==> src/rtl/temporizador_notas_if.sv <==
// Control and status bundle between the note timer and the song-address
// generator, note memory and the audio/video consumers.
interface temporizador_notas_if #(
  parameter int DUR_W = 8
) ();
  logic             iniciar;
  logic             detener;
  logic             pausar;
  logic [DUR_W-1:0] nota_duracion;
  logic             termino;
  logic             empiece;
  logic             cuente;
  logic             nota_activa;
  logic [DUR_W-1:0] tiempo_restante;
  logic             cancion_fin;

  modport master (
    output iniciar, detener, pausar, nota_duracion, termino,
    input  empiece, cuente, nota_activa, tiempo_restante, cancion_fin
  );

  modport slave (
    input  iniciar, detener, pausar, nota_duracion, termino,
    output empiece, cuente, nota_activa, tiempo_restante, cancion_fin
  );
endinterface

==> src/rtl/temporizador_notas.sv <==
// Note timer: starts the song, holds each note for its duration in ticks,
// then pulses the address generator forward until it reports the end.
module temporizador_notas #(
  parameter int CLK_HZ  = 50_000_000,
  parameter int TICK_HZ = 100,
  parameter int DUR_W   = 8,
  parameter int MEM_LAT = 1
) (
  input logic           clock,
  input logic           reset,
  temporizador_notas_if.slave bus
);

  localparam int DIV    = CLK_HZ / TICK_HZ;
  localparam int PRE_W  = (DIV > 1) ? $clog2(DIV) : 1;
  localparam int WAIT_W = $clog2(MEM_LAT + 2);
  localparam logic [PRE_W-1:0]  PRE_LAST  = PRE_W'(DIV - 1);
  // CARGA latches once the wait counter reaches MEM_LAT+1; a restart enters
  // at 0 (one extra cycle for the empiece pulse), REVISA enters at 1.
  localparam logic [WAIT_W-1:0] WAIT_LAST = WAIT_W'(MEM_LAT + 1);

  typedef enum logic [2:0] {
    IDLE, CARGA, TOCA, AVANZA, REVISA, FIN
  } state_t;

  state_t            r_state;
  logic [PRE_W-1:0]  r_pre;
  logic [WAIT_W-1:0] r_wait;
  logic [DUR_W-1:0]  r_tiempo;
  logic              r_empiece;
  logic              r_cuente;
  logic              r_activa;
  logic              r_fin;
  logic              w_tick;

  assign w_tick = (r_pre == PRE_LAST);

  always_ff @(posedge clock or negedge reset) begin
    if (!reset) begin
      r_state   <= IDLE;
      r_pre     <= '0;
      r_wait    <= '0;
      r_tiempo  <= '0;
      r_empiece <= 1'b0;
      r_cuente  <= 1'b0;
      r_activa  <= 1'b0;
      r_fin     <= 1'b0;
    end else begin
      r_empiece <= 1'b0;
      r_cuente  <= 1'b0;
      r_fin     <= 1'b0;
      if (bus.detener) begin
        r_state  <= IDLE;
        r_pre    <= '0;
        r_wait   <= '0;
        r_tiempo <= '0;
        r_activa <= 1'b0;
      end else if (bus.iniciar) begin
        r_state   <= CARGA;
        r_empiece <= 1'b1;
        r_pre     <= '0;
        r_wait    <= '0;
        r_tiempo  <= '0;
        r_activa  <= 1'b0;
      end else begin
        case (r_state)
          IDLE: r_state <= IDLE;
          CARGA: begin
            if (r_wait == WAIT_LAST) begin
              r_tiempo <= bus.nota_duracion;
              if (bus.nota_duracion == '0) begin
                r_state  <= AVANZA;
                r_cuente <= 1'b1;
              end else begin
                r_state  <= TOCA;
                r_activa <= 1'b1;
                r_pre    <= '0;
              end
            end else begin
              r_wait <= r_wait + WAIT_W'(1);
            end
          end
          TOCA: begin
            if (!bus.pausar) begin
              if (w_tick) begin
                r_pre <= '0;
                // Last tick: the count stops at zero rather than wrapping.
                if (r_tiempo <= DUR_W'(1)) begin
                  r_tiempo <= '0;
                  r_activa <= 1'b0;
                  r_state  <= AVANZA;
                  r_cuente <= 1'b1;
                end else begin
                  r_tiempo <= r_tiempo - DUR_W'(1);
                end
              end else begin
                r_pre <= r_pre + PRE_W'(1);
              end
            end
          end
          AVANZA: r_state <= REVISA;
          REVISA: begin
            if (bus.termino) begin
              r_state <= FIN;
              r_fin   <= 1'b1;
            end else begin
              r_state <= CARGA;
              r_wait  <= WAIT_W'(1);
            end
          end
          FIN:     r_state <= IDLE;
          default: r_state <= IDLE;
        endcase
      end
    end
  end

  assign bus.empiece         = r_empiece;
  assign bus.cuente          = r_cuente;
  assign bus.nota_activa     = r_activa;
  assign bus.tiempo_restante = r_tiempo;
  assign bus.cancion_fin     = r_fin;

endmodule

==> src/flat_wrapper.sv <==
// flat-port wrapper written by rule: the top's interface ports become plain ports
module temporizador_notas_flat 
#(
  parameter int CLK_HZ  = 50_000_000,
  parameter int TICK_HZ = 100,
  parameter int DUR_W   = 8,
  parameter int MEM_LAT = 1
)
  (clock, reset, bus_iniciar, bus_detener, bus_pausar, bus_nota_duracion, bus_termino, bus_empiece, bus_cuente, bus_nota_activa, bus_tiempo_restante, bus_cancion_fin);
  temporizador_notas_if #(.DUR_W(DUR_W)) bus_i ();
  input logic clock;
  input logic reset;
  input wire logic [$bits(bus_i.iniciar)-1:0] bus_iniciar;
  input wire logic [$bits(bus_i.detener)-1:0] bus_detener;
  input wire logic [$bits(bus_i.pausar)-1:0] bus_pausar;
  input wire logic [$bits(bus_i.nota_duracion)-1:0] bus_nota_duracion;
  input wire logic [$bits(bus_i.termino)-1:0] bus_termino;
  output wire logic [$bits(bus_i.empiece)-1:0] bus_empiece;
  output wire logic [$bits(bus_i.cuente)-1:0] bus_cuente;
  output wire logic [$bits(bus_i.nota_activa)-1:0] bus_nota_activa;
  output wire logic [$bits(bus_i.tiempo_restante)-1:0] bus_tiempo_restante;
  output wire logic [$bits(bus_i.cancion_fin)-1:0] bus_cancion_fin;
  assign bus_i.iniciar = bus_iniciar;
  assign bus_i.detener = bus_detener;
  assign bus_i.pausar = bus_pausar;
  assign bus_i.nota_duracion = bus_nota_duracion;
  assign bus_i.termino = bus_termino;
  assign bus_empiece = bus_i.empiece;
  assign bus_cuente = bus_i.cuente;
  assign bus_nota_activa = bus_i.nota_activa;
  assign bus_tiempo_restante = bus_i.tiempo_restante;
  assign bus_cancion_fin = bus_i.cancion_fin;
  temporizador_notas #(.CLK_HZ(CLK_HZ), .TICK_HZ(TICK_HZ), .DUR_W(DUR_W), .MEM_LAT(MEM_LAT)) u_core (.clock(clock), .reset(reset), .bus(bus_i));
endmodule
==> config.mk <==
export PLATFORM = sky130hd
export DESIGN_NAME = temporizador_notas_flat
export DESIGN_NICKNAME = d
export VERILOG_FILES = /design/src/rtl/temporizador_notas_if.sv /design/src/rtl/temporizador_notas.sv /design/src/flat_wrapper.sv
export SDC_FILE = /design/constraint.sdc
export NUM_CORES = 1
export LEC_CHECK = 0
export CORE_MARGIN = 2
export CORE_UTILIZATION = 37
export DETAILED_ROUTE_END_ITERATION = 6
export PLACE_DENSITY_LB_ADDON = 0.12
export SLEW_MARGIN = 15
export SYNTH_ARGS = -nofsm -noshare
export SYNTH_HDL_FRONTEND = slang
export SYNTH_SLANG_ARGS = --single-unit
==> constraint.sdc <==
create_clock -name clock -period 2.58 [get_ports clock]
set_input_delay 0.774 -clock clock [delete_from_list [all_inputs] [get_ports clock]]
set_output_delay 0.774 -clock clock [all_outputs]
set_load 0.05 [all_outputs]
==> impl_metrics.toml, run 1 <==
[outcome]
run_status = "complete, no violations"

[worst_setup_path]
worst-path-max-fanout = 7
arrival_ps = 1640
cp.required_ps = 1810
path_buf_inv = 1
path_class = "reg2out"
endpoint_kind = "output pin"
worstPathCellList = "clkdlybuf4s50_1"
cpPeakStageDelay_ps = 850
worstSetupStartpointType = "flop"
crit_family = "buffers and inverters"
slowest_stage = "clkdlybuf4s50_1"

[timing]
max_freq_mhz = 414.5
slew_headroom_pct = 43.66
fin_crit_sh_pct = 93.50
grt_setup_unrepaired = "no"
setup-violations-final = 0
final.setup_skew_ps = 6.266
worst_pin_slew_ps = 845.1
fin_tns_setup_ps = 0
slew_violations = 0
fin_crit_ps = 2412
hold_violations = 0
setup_slack_ps = 167.6

[place]
dp_hpwl_um = 3911
postPlaceCellArea_sq_um = 2599
place_congestion = 0.8049
portBuffers = 25
dp_cells = 352
place_ws_ps = -1.759

[route]
firstDrtPassIters = 4
vias = 1955
routedWlPerCell_um = 15.07
ant_nets = 0
drc = 0
viasPerCell = 5.431
drt_iter0_markers = 98
drt_wl_total_um = 5425

[logic_synthesis]
synth_seq_cells = 36
synth.distinct_cells = 58
synth_fp_nets = 264
yosysWarnings = 0
synth-seq-area-share_pct = 41.14
synth_cells = 246
async_flop_share_pct = 100.0
synthFlopType = "dfrtp_1"
syn_area_sq_um = 2190
post_synth.cell_area_avg_sq_um = 8.901
synth_edf_count = 0

[floorplan]
die_area_sq_um = 6549
placementRows = 28
io_pins = 26
core_area_sq_um = 5816
die_h_um = 80.93
start_util_pct = 37.65
chipWidth_um = 80.93

[cells_and_area]
stdcell_area_sq_um = 2686
num_antenna_cells = 0
mostFrequentLayoutCells = "dfrtp_1, nand2_1, o21ai_0"
layout.cells.non_filler = 360
final_common_cell = "dfrtp_1"
nets = 302
area_growth_pct = 22.69
drive_above_1_share_pct = 13.33

[worst_hold_path]
hp-class = "reg2reg"

[global_routing]
grt_pass1_vias = 1898
grtUsageTotal_pct = 18.06
grt_pass1_wl_um = 9108
grt_max_degree = 37
overflow = 0
grt_antenna_before_repair = 0

[cts]
cts-resized-gates = 0
cts_buffer_depth = 2
clock-sinks = 36
cts_made_buffers = 5
clk_latency_ps = 290
hold_buffers = 0
clk_pin_slew_ps = 80
clock-root-buffer = "clkbuf_8"
cts_tree = "yes"
post_cts_buffers = 0
htreeDepth = 2

[job]
cap_violations = 0

[power]
totalPowerFinal_mw = 1.198
ir_drop_mv = 0.2203
cellLeakagePower_nw = 1.077
p_per_area_nw_per_um2 = 445.8
-- kinds of logic (layout without fill, tap and decap cells) --
logic type	after synthesis	after routing	synth area share, %
XOR/XNOR	2	2	0.8001
multiplexers	2	2	1.200
AO/OA/AOI/OAI	73	73	21.09
AND/OR/NAND/NOR	117	117	29.89
flip-flops	36	36	41.14
adder cells (fa/ha/maj)	4	4	2.286
buffers and inverters	12	51	3.600
-- final cells by class --
class / instances / area (sq um)
Fill cell: 583 / 3129
Clock inverter: 3 / 18.77
Inverter: 3 / 11.26
Clock buffer: 5 / 68.82
Tap cell: 75 / 93.84
Timing Repair Buffer: 40 / 382.9
Sequential cell: 36 / 900.9
Multi-Input combinational cell: 198 / 1210
-- per-layer routing --
| metal | share of wire (%) | routed length, um | up-vias | GRT usage [%] |
|---|---|---|---|---|
| met5 | 0 | 0 | - | 0 |
| met4 | 1.3 | 68 | 0 | 6.102 |
| met3 | 4.2 | 226 | 6 | 3.889 |
| met2 | 45 | 2438 | 35 | 28.51 |
| met1 | 50 | 2692 | 922 | 24.53 |
| li1 | - | - | 992 | - |
-- path summary, 6_finish.rpt --
kind,start,to,slack [ps],cells after the start
worst max-delay path,u_core.bus.tiempo_restante[0],bus_tiempo_restante[0],170,1
worst min-delay path,u_core.bus.nota_activa,u_core.bus.nota_activa,500,1
worst max register to register,u_core.r_wait[0],u_core.bus.tiempo_restante[4],330,9
worst min register to register,u_core.bus.nota_activa,u_core.bus.nota_activa,500,1
max in group asynchronous,reset,u_core.r_pre[10],1470,1
min in group asynchronous,reset,u_core.bus.tiempo_restante[2],570,1
-- where the power goes --
group / internal, mW / switching [mW] / total [mW]
sequential: 0.574 / 0.0147 / 0.589
clock: 0.188 / 0.222 / 0.410
combinational: 0.0874 / 0.111 / 0.198
total: 0.850 / 0.348 / 1.20
-- per-stage QoR --
step / utilization, % / hold slack (ps)
after floorplan: - / 447.7
after detailed placement: 44.69 / 486.9
after CTS: 46.19 / 507.1
after global placement: 44.69 / 474.4
final: 46.19 / 502.9
after global routing: 46.19 / 532.3
-- flip-flops by register name, summed over array words and instances (netlist names) --
name / cells
u_core.bus.tiempo_restante: 8
u_core.bus.cancion_fin: 1
u_core.r_wait: 2
u_core.bus.empiece: 1
u_core.r_state: 3
u_core.bus.nota_activa: 1
u_core.bus.cuente: 1
u_core.r_pre: 19
-- cells in the mapped netlist (2+ instances only) --
master / number / area (sq um)
o21ai_0: 29 / 145.1
and3_1: 3 / 18.77
nand3_1: 13 / 65.06
buf_2: 3 / 15.01
o21ai_1: 3 / 15.01
buf_6: 2 / 22.52
nor3_1: 8 / 40.04
nand2_1: 35 / 131.4
ha_1: 4 / 50.05
nor4_1: 6 / 37.54
and2_1: 4 / 25.02
o21bai_1: 2 / 15.01
dfrtp_1: 36 / 900.9
inv_1: 3 / 11.26
nor2_1: 18 / 67.56
or2_2: 2 / 12.51
nor3b_1: 3 / 22.52
clkbuf_1: 2 / 7.510
a31oi_1: 4 / 25.02
nand4_1: 3 / 18.77
a21oi_1: 11 / 55.05
xnor2_1: 2 / 17.52
nor2b_1: 7 / 43.79
o31ai_1: 8 / 60.06
a32oi_1: 2 / 17.52
(Power assumes the default switching activity.)
==> inputs of run 2 (changes only) <==
- DONT_BUFFER_PORTS: default -> 1
==> run 2 against run 1 <==
Non-clock buffer count fell by 27; utilization decreased by 4.6 points; hold slack worse by 340 ps; via count shrank 4.9%; register-to-register slack barely moved; combinational power is 33% lower; cell count shrank 7.5%; sequential share of layout area is 3.7 points higher; count of clock-buffer cells in the layout is 1 higher.
==> impl_metrics.toml, run 2 (synthesis results as in run 1) <==
[floorplan]
start_util_pct = 37.65
core_area_sq_um = 5816
chipWidth_um = 80.93
die_h_um = 80.93
die_area_sq_um = 6549
io_pins = 26
placementRows = 28

[global_routing]
grt_max_degree = 37
grt_pass1_wl_um = 9045
grtUsageTotal_pct = 17.74
grt_antenna_before_repair = 0
overflow = 0
grt_pass1_vias = 1812

[timing]
fin_crit_ps = 2242
setup-violations-final = 0
setup_slack_ps = 337.9
max_freq_mhz = 446.0
slew_headroom_pct = 58.52
final.setup_skew_ps = 5.864
worst_pin_slew_ps = 616.5
slew_violations = 0
fin_tns_setup_ps = 0
fin_crit_sh_pct = 86.90
grt_setup_unrepaired = "no"
hold_violations = 0

[worst_setup_path]
slowest_stage = "or3_4"
endpoint_kind = "flop"
worstReg2RegEnd = "u_core.r_pre[4]"
cp-startpoint = "u_core.r_pre[1]"
r2r_start = "u_core.r_pre[1]"
reg2regPathDepth = 9
r2r_slack_ps = 340
cp.required_ps = 2750
arrival_ps = 2410
cpPeakStageDelay_ps = 450
crit_top_cell = "buf_4"
worstSetupStartpointType = "flop"
worst-path-max-fanout = 14
worstPathCellList = "ha_1 > nand3_1 > or3_4 > o21bai_4 > buf_4 > buf_4 > nor2b_1 > o21ai_0 > o31ai_1"
path_class = "reg2reg"

[route]
ant_nets = 0
vias = 1859
viasPerCell = 5.583
routedWlPerCell_um = 16.08
drt_iter0_markers = 114
drt_wl_total_um = 5354
firstDrtPassIters = 5
drc = 0

[cts]
htreeDepth = 2
clk_pin_slew_ps = 80
cts_buffer_depth = 2
post_cts_buffers = 0
hold_buffers = 0
cts_made_buffers = 5
clock-root-buffer = "clkbuf_8"
clock-sinks = 36
cts-resized-gates = 0
cts_tree = "yes"
clk_latency_ps = 290

[cells_and_area]
drive_above_1_share_pct = 13.18
nets = 275
stdcell_area_sq_um = 2421
num_antenna_cells = 0
layout.cells.non_filler = 333
largest_register_ffs = 19
regMostFlops = "u_core.r_pre"
regArea_sq_um = 900.9
area_growth_pct = 10.57
final_core_util_pct = 41.63
mostFrequentLayoutCells = "dfrtp_1, nand2_1, o21ai_0"
final_common_cell = "dfrtp_1"
fillers = 609
multi_input_area_sq_um = 1210

[power]
p_per_area_nw_per_um2 = 506.4
cellLeakagePower_nw = 0.9722
ir_drop_mv = 0.4372

[place]
postPlaceCellArea_sq_um = 2313
place_congestion = 0.7874
dp_cells = 325
dp_hpwl_um = 3873
place_ws_ps = 371.3
portBuffers = 0

[worst_hold_path]
hp-class = "in2async"

[outcome]
run_status = "complete, no violations"

[job]
cap_violations = 0
run 2: cell count changes in the layout (fill, tap and decap cells not counted):
cell / previous run / this run
clkdlybuf4s50_1: 24 / 0
buf_12: 2 / 0
clkbuf_1: 0 / 1
buf_2: 1 / 0
clkinv_2: 2 / 1
clkinv_4: 1 / 0
bufinv_16: 0 / 1
run 2: through the flow:
step	hold slack (ps)	total power, mW
2_1_floorplan	447.7	0.7147
3_3_place_gp	479.2	0.7422
3_5_place_dp	475.6	0.7416
4_1_cts	158.4	1.242
5_1_grt	147.6	1.286
6_report	167.4	1.226
run 2: worst max-delay path, delay by kind of cell (launching register included):
kind / cells / cell delay, ps
and+or+nand+nor: 3 / 680
adders and majority gates: 1 / 230
buffers and inverters: 2 / 380
DFF: 1 / 430
AOI/OAI and AO/OA: 3 / 390
run 2: how the worst max path moves through the flow:
stage | slack [ps] | end | cells after the start
floorplan | 330 | u_core.r_state[1] | 7
global placement | 340 | u_core.bus.tiempo_restante[1] | 5
detailed placement | 370 | u_core.bus.tiempo_restante[1] | 5
CTS | 340 | u_core.r_pre[4] | 9
global route | 170 | u_core.r_pre[16] | 9
finish | 340 | u_core.r_pre[4] | 9
run 2: area by class of cell:
| cell class | instances | share of cell area, % |
|---|---|---|
| clock buffers | 6 | 2.997 |
| clock inverters | 2 | 1.447 |
| inverters | 3 | 0.4651 |
| multi-input cells | 198 | 49.97 |
| flip-flops and latches | 36 | 37.21 |
| well taps | 75 | 3.876 |
| repair buffers | 13 | 4.031 |
run 2: power by group:
group / leakage [nW] / internal, mW / switching, mW
clock: 0.0552 / 0.287 / 0.208
combinational: 0.420 / 0.0519 / 0.0800
sequential: 0.497 / 0.575 / 0.0247
total: 0.972 / 0.913 / 0.313
run 2: per-layer routing:
layer  GRT usage [%]  vias to the layer above  routed length [um]
li1                -                      930                   -
met1           25.12                      867                2686
met2           26.86                       56                2315
met3           4.333                        6                 306
met4           5.085                        0                  45
met5               0                        -                   0
==> inputs of run 3 (changes only) <==
- MAX_ROUTING_LAYER: default -> met4
- SLEW_MARGIN: 15 -> default
==> run 3 against run 2 <==
Flip-flop and latch count unchanged; critical path depth unchanged; critical path type unchanged; combinational power about the same; hold slack got worse by 0.72 ps; highest routed layer unchanged; largest power group unchanged.
==> impl_metrics.toml, run 3 (synthesis results as in run 1) <==
[cells_and_area]
num_antenna_cells = 0
largest_register_ffs = 19
regMostFlops = "u_core.r_pre"
mostFrequentLayoutCells = "dfrtp_1, nand2_1, o21ai_0"
stdcell_area_sq_um = 2421
fillers = 609
final_common_cell = "dfrtp_1"
area_growth_pct = 10.57
drive_above_1_share_pct = 13.18
nets = 275

[place]
postPlaceCellArea_sq_um = 2313
place_congestion = 0.7984
portBuffers = 0
dp_hpwl_um = 3873

[timing]
setup-violations-final = 0
fin_crit_ps = 2245
final.setup_skew_ps = 5.447
max_freq_mhz = 445.4
slew_violations = 0
fin_tns_setup_ps = 0
grt_setup_unrepaired = "no"
slew_headroom_pct = 58.39
hold_violations = 0
timing.hold.ws_ps = 166.7
worst_pin_slew_ps = 618.5
fin_crit_sh_pct = 87.03

[floorplan]
core_area_sq_um = 5816
placementRows = 28
die_area_sq_um = 6549
die_h_um = 80.93
io_pins = 26
start_util_pct = 37.65
chipWidth_um = 80.93

[global_routing]
grt_max_degree = 37
grt_pass1_wl_um = 9045
grt_pass1_vias = 1818
grtUsageTotal_pct = 18.25
grt_antenna_before_repair = 0
overflow = 0

[cts]
cts-resized-gates = 0
cts_tree = "yes"
clk_pin_slew_ps = 80
cts_made_buffers = 5
hold_buffers = 0
post_cts_buffers = 0
clk_latency_ps = 290
cts_buffer_depth = 2
clock-sinks = 36
clock-root-buffer = "clkbuf_8"
htreeDepth = 2

[route]
ant_nets = 0
viasPerCell = 5.559
drt_wl_total_um = 5301
vias = 1851
firstDrtPassIters = 4
routedWlPerCell_um = 15.92
drt_iter0_markers = 105
drc = 0

[worst_setup_path]
crit_family = "simple AND/OR/NAND/NOR gates"
path_class = "reg2reg"
worstPathCellList = "ha_1 > nand3_1 > or3_4 > o21bai_4 > buf_4 > buf_4 > nor2b_1 > o21ai_0 > o31ai_1"
crit_top_cell = "buf_4"
cpPeakStageDelay_ps = 440
cp.required_ps = 2750
arrival_ps = 2410
slowest_stage = "or3_4"
worst-path-max-fanout = 14
worstSetupStartpointType = "flop"
path_buf_inv = 2
endpoint_kind = "flop"
r2r_slack_ps = 330

[worst_hold_path]
hp-class = "in2async"

[outcome]
run_status = "complete, no violations"

[power]
ir_drop_mv = 0.4370
p_per_area_nw_per_um2 = 506.7
cellLeakagePower_nw = 0.9722

[job]
cap_violations = 0
run 3: stage by stage:
step | util [%] | worst slack (ps) | power (mW) | cells
detailed placement | 39.78 | 371.3 | 0.7416 | 325
CTS | 41.63 | 342.3 | 1.242 | 333
global route | 41.63 | 166.6 | 1.286 | 333
finish | 41.63 | 334.7 | 1.227 | 333
global placement | 39.78 | 336.3 | 0.7422 | 325
floorplan | - | 332.2 | 0.7147 | 246
run 3: final cells by class:
class | instances | area [sq um] | area share (%)
timing repair buffer | 13 | 97.59 | 4.031
inverter | 3 | 11.26 | 0.4651
tap | 75 | 93.84 | 3.876
clock buffer | 6 | 72.57 | 2.997
sequential | 36 | 900.9 | 37.21
multi-input combinational | 198 | 1210 | 49.97
clock inverter | 2 | 35.03 | 1.447
run 3: path summary, 6_finish.rpt:
kind / endpoint / start / cells past startpoint
setup reg to reg: u_core.r_pre[4] / u_core.r_pre[1] / 9
setup / recovery: u_core.r_pre[4] / u_core.r_pre[1] / 9
max in group asynchronous: u_core.r_pre[7] / reset / 0
hold / removal: u_core.bus.tiempo_restante[1] / reset / 0
hold reg to reg: u_core.r_pre[18] / u_core.r_pre[18] / 1
min in group clock: u_core.r_pre[18] / u_core.r_pre[18] / 1
run 3: layer usage:
metal	wire length (um)	part of all wire [%]	vias up	global-route usage, %
li1	-	-	931	-
met1	2733	52	881	25.19
met3	228	4.3	7	4.222
met5	0	0	-	-
met4	64	1.2	0	5.085
met2	2274	43	32	26.86
run 3: power by group:
| group | total (mW) | switching [mW] | internal [mW] |
|---|---|---|---|
| logic | 0.132 | 0.0799 | 0.0519 |
| clock network | 0.496 | 0.209 | 0.287 |
| registers | 0.599 | 0.0247 | 0.574 |
| total | 1.23 | 0.313 | 0.913 |
